--- config.mk ---
export PLATFORM = sky130hd
export DESIGN_NAME = arbitro_multiplexor_flat
export DESIGN_NICKNAME = d
export VERILOG_FILES = /design/src/rtl/arbitro_pkg.sv /design/src/rtl/arbitro_multiplexor_if.sv /design/src/rtl/selector_rr.sv /design/src/rtl/arbitro_multiplexor.sv /design/src/flat_wrapper.sv
export SDC_FILE = /design/constraint.sdc
export NUM_CORES = 1
export LEC_CHECK = 0
export ABC_CLOCK_PERIOD_IN_PS = 4700
export CORE_MARGIN = 8
export CORE_UTILIZATION = 35
export CTS_BUF_LIST = sky130_fd_sc_hd__clkbuf_2 sky130_fd_sc_hd__clkbuf_4 sky130_fd_sc_hd__clkbuf_8
export CTS_CLUSTER_DIAMETER = 60
export DETAILED_ROUTE_END_ITERATION = 16
export PLACE_DENSITY = 0.61
export SETUP_SLACK_MARGIN = 0.4
export SYNTH_ARGS = -nofsm -noshare
export SYNTH_HDL_FRONTEND = slang
export SYNTH_SLANG_ARGS = --single-unit
export TNS_END_PERCENT = 30
--- constraint.sdc ---
create_clock -name i_Clk -period 4.7 [get_ports i_Clk]
set_input_delay 1.41 -clock i_Clk [delete_from_list [all_inputs] [get_ports i_Clk]]
set_output_delay 1.41 -clock i_Clk [all_outputs]
set_load 0.02 [all_outputs]
--- src/rtl/arbitro_pkg.sv ---
// Shared definitions for the round-robin mux arbiter.
//   state_t        : arbiter state encoding (IDLE / OCUPADO / ESPERA)
//   N_REQ, SEL_W   : requester count and select width
//   MAX_TICKS      : grant-cycle limit per owner (only used with ARB_TIMEOUT_EN)
//   idx_to_onehot / onehot_to_idx : grant vector <-> owner index helpers
package arbitro_pkg;

    localparam int N_REQ     = 4;
    localparam int SEL_W     = 2;
    localparam int MAX_TICKS = 8;
    localparam int TICK_W    = $clog2(MAX_TICKS);

    typedef enum logic [1:0] {
        IDLE    = 2'd0,
        OCUPADO = 2'd1,
        ESPERA  = 2'd2
    } state_t;

    function automatic logic [N_REQ-1:0] idx_to_onehot(input logic [SEL_W-1:0] idx);
        logic [N_REQ-1:0] oh;
        oh = '0;
        oh[idx] = 1'b1;
        return oh;
    endfunction

    function automatic logic [SEL_W-1:0] onehot_to_idx(input logic [N_REQ-1:0] oh);
        logic [SEL_W-1:0] idx;
        idx = '0;
        for (int i = 0; i < N_REQ; i++) begin
            if (oh[i]) idx = SEL_W'(i);
        end
        return idx;
    endfunction

endpackage

--- src/rtl/arbitro_multiplexor_if.sv ---
// Request/grant bundle between the requesters and the arbiter.
//   i_Req    : level request per requester
//   o_Grant  : one-hot grant, zero when no owner
//   o_Sel    : mux select, index of current/last owner
//   o_Valido : an owner currently holds the mux
// master = requester side, slave = arbiter side.
interface arbitro_multiplexor_if;
    import arbitro_pkg::*;

    logic [N_REQ-1:0] i_Req;
    logic [N_REQ-1:0] o_Grant;
    logic [SEL_W-1:0] o_Sel;
    logic             o_Valido;

    modport master (output i_Req, input o_Grant, input o_Sel, input o_Valido);
    modport slave  (input i_Req, output o_Grant, output o_Sel, output o_Valido);
endinterface

--- src/rtl/selector_rr.sv ---
// Combinational round-robin priority pick.
//   req    : request vector
//   ptr    : index of the last winner (lowest priority this round)
//   hit    : at least one request present
//   winner : first requester found scanning ptr+1, ptr+2, ... modulo N_REQ
module selector_rr
    import arbitro_pkg::*;
(
    input  logic [N_REQ-1:0] req,
    input  logic [SEL_W-1:0] ptr,
    output logic             hit,
    output logic [SEL_W-1:0] winner
);

    logic [SEL_W-1:0] idx;

    // Scan from the far end back to ptr+1 so the nearest candidate is written last and wins.
    always_comb begin
        hit    = 1'b0;
        winner = ptr;
        idx    = '0;
        for (int i = N_REQ; i >= 1; i--) begin
            idx = ptr + SEL_W'(i);
            if (req[idx]) begin
                hit    = 1'b1;
                winner = idx;
            end
        end
    end

endmodule

--- src/rtl/arbitro_multiplexor.sv ---
// Round-robin arbiter sharing one 4:1 multiplexor among four requesters.
// Grants are held while the owner keeps requesting; a one-cycle gap separates owners.
// o_Sel feeds the mux select and keeps the last owner during gaps.
//   i_Clk   : clock, rising edge
//   i_Rst_n : asynchronous active-low reset
//   bus     : arbitro_multiplexor_if.slave (i_Req in; o_Grant, o_Sel, o_Valido out)
// Optional build macro ARB_TIMEOUT_EN: revoke a grant after MAX_TICKS owner cycles.
//
// state   | meaning
// IDLE    | no owner, arbitrating every cycle
// OCUPADO | owner granted, held while its request stays high
// ESPERA  | one-cycle turnaround, outputs invalid, arbitrating
module arbitro_multiplexor
    import arbitro_pkg::*;
(
    input  logic                  i_Clk,
    input  logic                  i_Rst_n,
    arbitro_multiplexor_if.slave  bus
);

    state_t           state_q, state_d;
    logic [SEL_W-1:0] ptr_q, ptr_d;
    logic [N_REQ-1:0] grant_q, grant_d;
    logic [SEL_W-1:0] sel_q, sel_d;
    logic             valido_q, valido_d;

    logic             hit;
    logic [SEL_W-1:0] winner;
    logic             timeout;

    selector_rr u_selector_rr (
        .req    (bus.i_Req),
        .ptr    (ptr_q),
        .hit    (hit),
        .winner (winner)
    );

`ifdef ARB_TIMEOUT_EN
    logic [TICK_W-1:0] tick_q, tick_d;

    // Counts completed owner cycles; held at zero outside OCUPADO so entry starts clean.
    always_comb begin
        tick_d = '0;
        if (state_q == OCUPADO) tick_d = tick_q + TICK_W'(1);
    end

    assign timeout = (state_q == OCUPADO) && (tick_q == TICK_W'(MAX_TICKS - 1));

    always_ff @(posedge i_Clk or negedge i_Rst_n) begin
        if (!i_Rst_n) tick_q <= '0;
        else          tick_q <= tick_d;
    end
`else
    assign timeout = 1'b0;
`endif

    always_comb begin
        state_d  = state_q;
        ptr_d    = ptr_q;
        grant_d  = grant_q;
        sel_d    = sel_q;
        valido_d = valido_q;
        case (state_q)
            IDLE, ESPERA: begin
                if (hit) begin
                    state_d  = OCUPADO;
                    ptr_d    = winner;
                    sel_d    = winner;
                    grant_d  = idx_to_onehot(winner);
                    valido_d = 1'b1;
                end else begin
                    state_d  = IDLE;
                    grant_d  = '0;
                    valido_d = 1'b0;
                end
            end
            OCUPADO: begin
                // Request drop and timeout together still give a single turnaround.
                if (!bus.i_Req[sel_q] || timeout) begin
                    state_d  = ESPERA;
                    grant_d  = '0;
                    valido_d = 1'b0;
                end
            end
            default: begin
                state_d  = IDLE;
                grant_d  = '0;
                valido_d = 1'b0;
            end
        endcase
    end

    // ptr resets to the last index so requester 0 has top priority first.
    always_ff @(posedge i_Clk or negedge i_Rst_n) begin
        if (!i_Rst_n) begin
            state_q  <= IDLE;
            ptr_q    <= SEL_W'(N_REQ - 1);
            grant_q  <= '0;
            sel_q    <= '0;
            valido_q <= 1'b0;
        end else begin
            state_q  <= state_d;
            ptr_q    <= ptr_d;
            grant_q  <= grant_d;
            sel_q    <= sel_d;
            valido_q <= valido_d;
        end
    end

    assign bus.o_Grant  = grant_q;
    assign bus.o_Sel    = sel_q;
    assign bus.o_Valido = valido_q;

endmodule

--- src/flat_wrapper.sv ---
// flat-port wrapper written by rule: the top's interface ports become plain ports
module arbitro_multiplexor_flat import arbitro_pkg::*;
  (i_Clk, i_Rst_n, bus_i_Req, bus_o_Grant, bus_o_Sel, bus_o_Valido);
  arbitro_multiplexor_if bus_i ();
  input  logic i_Clk;
  input  logic i_Rst_n;
  input wire logic [$bits(bus_i.i_Req)-1:0] bus_i_Req;
  output wire logic [$bits(bus_i.o_Grant)-1:0] bus_o_Grant;
  output wire logic [$bits(bus_i.o_Sel)-1:0] bus_o_Sel;
  output wire logic [$bits(bus_i.o_Valido)-1:0] bus_o_Valido;
  assign bus_i.i_Req = bus_i_Req;
  assign bus_o_Grant = bus_i.o_Grant;
  assign bus_o_Sel = bus_i.o_Sel;
  assign bus_o_Valido = bus_i.o_Valido;
  arbitro_multiplexor u_core (.i_Clk(i_Clk), .i_Rst_n(i_Rst_n), .bus(bus_i));
endmodule
# ---- Word level (Yosys, flattened, before mapping)
# Index checks and enable logic that the tools add are counted.
dict set report classes {
  n_reduce_logical 4
  multipliers 0
  n_div 0
  eq_ne 3
  n_mux 28
  addsub 3
  order_cmp 7
  bitwise 0
  shifts 0
}
# op n
set ops {}
lappend ops {{< comparator 2 x 3 -> 1 bit, second input constant} 6}
lappend ops {{two-way mux 1 bit} 13}
lappend ops {{binary-select mux 1 bit (select 2 bit)} 5}
lappend ops {{two-way mux 2 bit} 4}
lappend ops {{two-way mux 4 bit} 2}
lappend ops {{one-hot mux 4 bit (2 select lines)} 1}
lappend ops {{adder 2 bit, second input constant} 2}
lappend ops {{one-hot mux 2 bit (2 select lines)} 1}
lappend ops {{adder 2 x 1 -> 2 bit, second input constant} 1}
lappend ops {{demux 1 bit (select 2 bit)} 1}
lappend ops {{== test 2 x 1 -> 1 bit, second input constant} 1}
lappend ops {{== test 2 bit, second input constant} 1}
lappend ops {{greater-or-equal comparator 2 x 1 -> 1 bit, second input constant} 1}
lappend ops {{logical NOT 2 bit} 1}
lappend ops {{!= test 2 bit, second input constant} 1}
lappend ops {{one-hot mux 1 bit (2 select lines)} 1}
lappend ops {{AND reduction 2 bit} 1}
lappend ops {{OR reduction 2 bit} 1}
lappend ops {{logical AND 1 bit} 1}
dict set report totals {
  elab_cells 50
  memories 0
  rom_bits 0
  mem_bits_rw 0
  out_inout_bits 7
  reg_bits 11
  latch_bits 0
  inputBits 6
}

# ---- Longest topological paths before layout
# Gate-level depths: netlist of the first run.
dict set report depth {
  ltp_word 12
  ltp_mapped 5
  mapped_depth_nobuf 4
}

# ---- By module
# A second synthesis of the first run with hierarchy kept.
dict set report unflattened {
  hier_cells 51
  area_unflattened_um2 536.8
}
# module cells_per_inst seq_area_each_um2 instances area_each_um2
set modules_own_cells {}
lappend modules_own_cells {arbitro_multiplexor 37 277.8 1 454.2}
lappend modules_own_cells {selector_rr 14 0.0 1 82.6}

# ---- Worst setup path after synthesis of the first run
# Ideal clock, no wire load.
dict set report synth_path {
  kind {input-to-reg}
  startpoint {in bus_i_Req[3]}
  endpoint {reg u_core.state_q[0]}
  path_buffers 0
  cell_stages 3
  setup_slack_ns 2.287
  arrival_ns 2.289
  t_required_ns 4.576
  setup_ns 0.124
  path_cell_list {mux4_2 > and3b_4 > or2_1}
}
dict set report synth_between {
  elab_chain_cells 8
  elab_cells_between_ends 17
  cone_classes {1 x eq/ne; 16 x mux}
}
# element line
set synth_lines {}
lappend synth_lines {{from (decl)} flat_wrapper.sv:7} ;# input wire logic [$bits(bus_i.i_Req)-1:0] bus_i_Req;
lappend synth_lines {{binary-select mux 1 bit (select 2 bit)} selector_rr.sv:24} ;# if (req[idx]) begin
lappend synth_lines {{two-way mux 1 bit (implied by the code)} selector_rr.sv:24}
lappend synth_lines {{two-way mux 1 bit (4 in a row)} selector_rr.sv:24}
lappend synth_lines {{two-way mux 1 bit} arbitro_multiplexor.sv:65} ;# if (hit) begin
lappend synth_lines {{one-hot mux 2 bit (2 select lines)} arbitro_multiplexor.sv:63} ;# case (state_q)
lappend synth_lines {{to (signal assigned)} arbitro_multiplexor.sv:102} ;# state_q <= state_d;
lappend synth_lines {{to (decl)} arbitro_multiplexor.sv:21} ;# state_t state_q, state_d;
# Several ways; a longest one is shown, not always the timed one. The select of a mux whose other input is x is not followed.
# A chain may end at the register's enable or synchronous reset.

# ---- Final worst setup path of the first run
dict set report layout_path {
  startpoint {in bus_i_Req[3]}
  endpoint {reg u_core.grant_q[2], in the netlist u_core.bus.o_Grant[2]}
}
dict set report layout_between {
  elab_chain_cells 11
  elab_cells_between_ends 25
  cone_classes {2 x order compare; 1 x eq/ne; 21 x mux; 1 x reduce/logical}
}
# element line
set layout_lines {}
lappend layout_lines {{binary-select mux 1 bit (select 2 bit)} selector_rr.sv:24}
lappend layout_lines {{two-way mux 1 bit (implied by the code)} selector_rr.sv:24}
lappend layout_lines {{two-way mux 2 bit (3 in a row)} selector_rr.sv:24}
lappend layout_lines {{< comparator 2 x 3 -> 1 bit (implied by the code) / greater-or-equal comparator 2 x 1 -> 1 bit (equally long branches)} arbitro_pkg.sv:22} ;# oh[idx] = 1'b1;
lappend layout_lines {{logical AND 1 bit (implied by the code)} arbitro_pkg.sv:22}
lappend layout_lines {{two-way mux 1 bit (implied by the code)} arbitro_pkg.sv:22}
lappend layout_lines {{demux 1 bit (select 2 bit)} n/a}
lappend layout_lines {{two-way mux 4 bit} arbitro_multiplexor.sv:65}
lappend layout_lines {{one-hot mux 4 bit (2 select lines)} arbitro_multiplexor.sv:63}
lappend layout_lines {{to (signal assigned)} arbitro_multiplexor.sv:104} ;# grant_q <= grant_d;
lappend layout_lines {{to (decl)} arbitro_multiplexor.sv:23} ;# logic [N_REQ-1:0] grant_q, grant_d;
# Several ways; a longest one is shown, not always the timed one. The select of a mux whose other input is x is not followed.

==> impl_metrics.py, run 1 <==
metrics = {
    "run_status": {
        "status": "finished clean",
    },
    "placed_design": {
        "dp_cells": 70,
        "gp_congestion": 0.797,
        "place_area_um2": 643,
        "port_buffers": 12,
        "place_hpwl_um": 860,
    },
    "cts": {
        "clkSlewWorstSetupHoldPaths_ps": 70,
        "cts_root_buffer": "clkbuf_4",
        "cts_hold_buf": 0,
        "post_cts_resize_count": 0,
        "tritoncts": "done",
        "worstSkewPairLatency_ps": 270,
        "cts_sinks": 10,
        "htree_num_levels": 1,
        "cts_buffers": 3,
        "cts_buffer_depth": 2,
        "post_cts_buffers": 0,
    },
    "worst_setup_path": {
        "crit_end": "u_core.bus.o_Grant[2]",
        "cp.depth": 4,
        "startpoint_type": "input pin",
        "r2r-start": "u_core.ptr_q[1]",
        "r2r_slack_ps": 3150,
        "startpoint": "bus_i_Req[3]",
        "required_ps": 4860,
        "rr_endpoint": "u_core.bus.o_Grant[3]",
        "cp_max_fo": 7,
        "cp_slowest_cell": "clkdlybuf4s50_1",
        "crit_type": "in2reg",
        "path_cells": "clkdlybuf4s50_1, mux4_2, and3b_4, a22o_1",
        "reg2reg_depth": 4,
        "crit_buf_inv": 1,
        "cp_top_family": "buffers and inverters",
        "end_kind": "flop",
        "worstPathArrival_ps": 2910,
        "slowest_delay_ps": 530,
    },
    "cells_and_area": {
        "area_growth_pct": 33.4,
        "final_area_um2": 679,
        "nets": 66,
        "fill_cells": 131,
        "antennaDiodeCount": 0,
        "instances_no_fill": 74,
        "drive_above_1_share": 0.220,
    },
    "detailed_routing": {
        "drtPass1Iterations": 4,
        "route.detailed.drc": 0,
        "vias": 409,
        "ant_nets": 0,
        "totalWireLength_um": 1140,
        "drt_iter0_drc": 9,
        "via_per_inst": 5.53,
        "wl_per_cell_um": 15.4,
    },
    "yosys": {
        "synth_commonest_cells": "8 x dfrtp_1, 6 x nor2_1, 3 x a21oi_1, 3 x nand2b_1",
        "ys_async_sr_fraction": 1.00,
        "ys_types": 24,
        "ys_seq_elements": 10,
        "yosysSeqAreaShare": 0.496,
        "yosys_most_used_dff": "dfrtp_1",
        "synth.most_common_cell": "dfrtp_1",
        "synth_warnings": 0,
        "yosysTopAreaCell": "dfrtp_1",
        "syn_area_um2": 509,
        "syn_inst": 44,
        "synth_top_area_share": 0.393,
        "avgSynthCellArea_um2": 11.6,
        "ys_top_cells_by_area": "dfrtp_1 39%, dfstp_2 10%, mux4_2 4.4%",
        "synth_edf_count": 0,
        "syn_nets": 50,
    },
    "floorplanning": {
        "fp.dieArea_um2": 2930,
        "die_height_um": 54.1,
        "io_pins": 13,
        "core-area_um2": 1330,
        "fp-row-count": 13,
        "initial_core_util": 0.382,
        "die_w_um": 54.1,
    },
    "power_and_ir_drop": {
        "power_density_nw_per_um2": 724,
        "ir_worst_vdd_uv": 356,
        "p_leak_uw": 0.000271,
    },
    "sta": {
        "clock.fmax_mhz": 363,
        "drv_slew": 0,
        "min_period_ps": 2750,
        "rsz0062_at_grt": "no",
        "slew_headroom": 0.712,
        "clock_skew_ps": 7.45,
        "worstMarginPinSlew_ps": 430,
        "hold_viol_final": 0,
        "period_share": 0.586,
        "fin_tns_setup_ps": 0,
        "setup_viol_count_final": 0,
    },
    "global_route": {
        "grt_pass1_vias": 440,
        "grt_use_met1": 0.107,
        "grt_pass1_wl_um": 1910,
        "grt_usage": 0.0923,
        "use_met2": 0.134,
        "grt_max_degree": 11,
        "grt.busiest_layer": "met2",
        "antenna_found_initial": 0,
        "global_route.usage.met3": 0.0744,
        "grt_overflow": 0,
    },
    "worst_hold_path": {
        "hp-class": "reg2reg",
    },
    "run": {
        "drv_cap": 0,
    },
}
-- metal layers --
| metal | wire (um) | vias to the layer above | part of all wire |
|---|---|---|---|
| met5 | 0 | - | 0 |
| met4 | 0 | 0 | 0 |
| met3 | 118 | 0 | 0.10 |
| met2 | 521 | 11 | 0.46 |
| met1 | 500 | 202 | 0.44 |
| li1 | - | 196 | - |
-- registers in the layout, summed over array words and instances (netlist names) --
name / cells
u_core.ptr_q: 2
u_core.state_q: 2
u_core.bus.o_Sel: 2
u_core.bus.o_Grant: 4
-- metrics by stage --
| step | utilization | total power [uW] | hold WS [ps] | setup WS, ps |
|---|---|---|---|---|
| 2_1_floorplan | - | 325 | 401 | 2290 |
| 3_3_place_gp | 0.482 | 418 | 427 | 1680 |
| 3_5_place_dp | 0.482 | 418 | 429 | 1660 |
| 4_1_cts | 0.509 | 499 | 439 | 1940 |
| 5_1_grt | 0.509 | 527 | 471 | 1900 |
| 6_report | 0.509 | 492 | 439 | 1950 |
-- power breakdown --
| group | switching, uW | internal (uW) |
|---|---|---|
| sequential | 40.2 | 133 |
| combinational | 116 | 125 |
| clock | 29.8 | 47.1 |
| total | 186 | 305 |
-- placed cells by master, fill, tap and decap left out, types with 2 or more instances in the layout --
| cell | netlist | routed |
|---|---|---|
| a21oi_1 | 3 | 3 |
| a22o_1 | 2 | 2 |
| a32o_1 | 2 | 2 |
| clkbuf_4 | 0 | 3 |
| clkdlybuf4s50_1 | 0 | 12 |
| dfrtp_1 | 8 | 8 |
| dfstp_2 | 2 | 2 |
| nand2b_1 | 3 | 3 |
| nor2_1 | 6 | 6 |
| o21a_1 | 2 | 2 |
-- cell families (layout without fill, tap and decap cells) --
kind of cell | count (synthesis) | after routing | share of synthesized area
AND/OR/NAND/NOR | 18 | 18 | 0.236
AO/OA/AOI/OAI | 13 | 13 | 0.194
flip-flops | 10 | 10 | 0.496
multiplexers | 2 | 2 | 0.0639
buffers and inverters | 1 | 16 | 0.00982
-- final cells by class --
class                           count  area (um^2)  area share
Sequential cell                    10          253       0.372
Clock buffer                        4         36.3      0.0534
Multi-Input combinational cell     33          251       0.370
Tap cell                           15         18.8      0.0276
Timing Repair Buffer               12          120       0.177
-- worst min path at each step --
stage | startpoint | end | slack [ps] | cells after the start
2_1_floorplan | u_core.state_q[1] | u_core.state_q[1] | 400 | 1
3_3_place_gp | u_core.state_q[1] | u_core.state_q[1] | 430 | 1
3_5_place_dp | u_core.state_q[1] | u_core.state_q[1] | 430 | 1
4_1_cts | u_core.state_q[1] | u_core.state_q[1] | 440 | 1
5_1_grt | u_core.state_q[1] | u_core.state_q[1] | 470 | 1
6_report | u_core.state_q[1] | u_core.state_q[1] | 440 | 1
(Power assumes the default switching activity.)
==> run 2: changes to the inputs <==
- ABC_CLOCK_PERIOD_IN_PS: 4700 -> 2770
- clock period: 4.7 -> 2.77 ns (I/O delays scaled with it)
==> results of run 2 <==
Same layout as run 1 (identical final DEF). Status: finished clean.
Main changes from that run: setup slack after placement 1660 ps -> 313 ps; setup slack after layout 1950 ps -> 596 ps; register-to-register setup slack 3150 ps -> 1220 ps; total power 492 uW -> 834 uW; worst IR drop on VDD 356 uV -> 604 uV
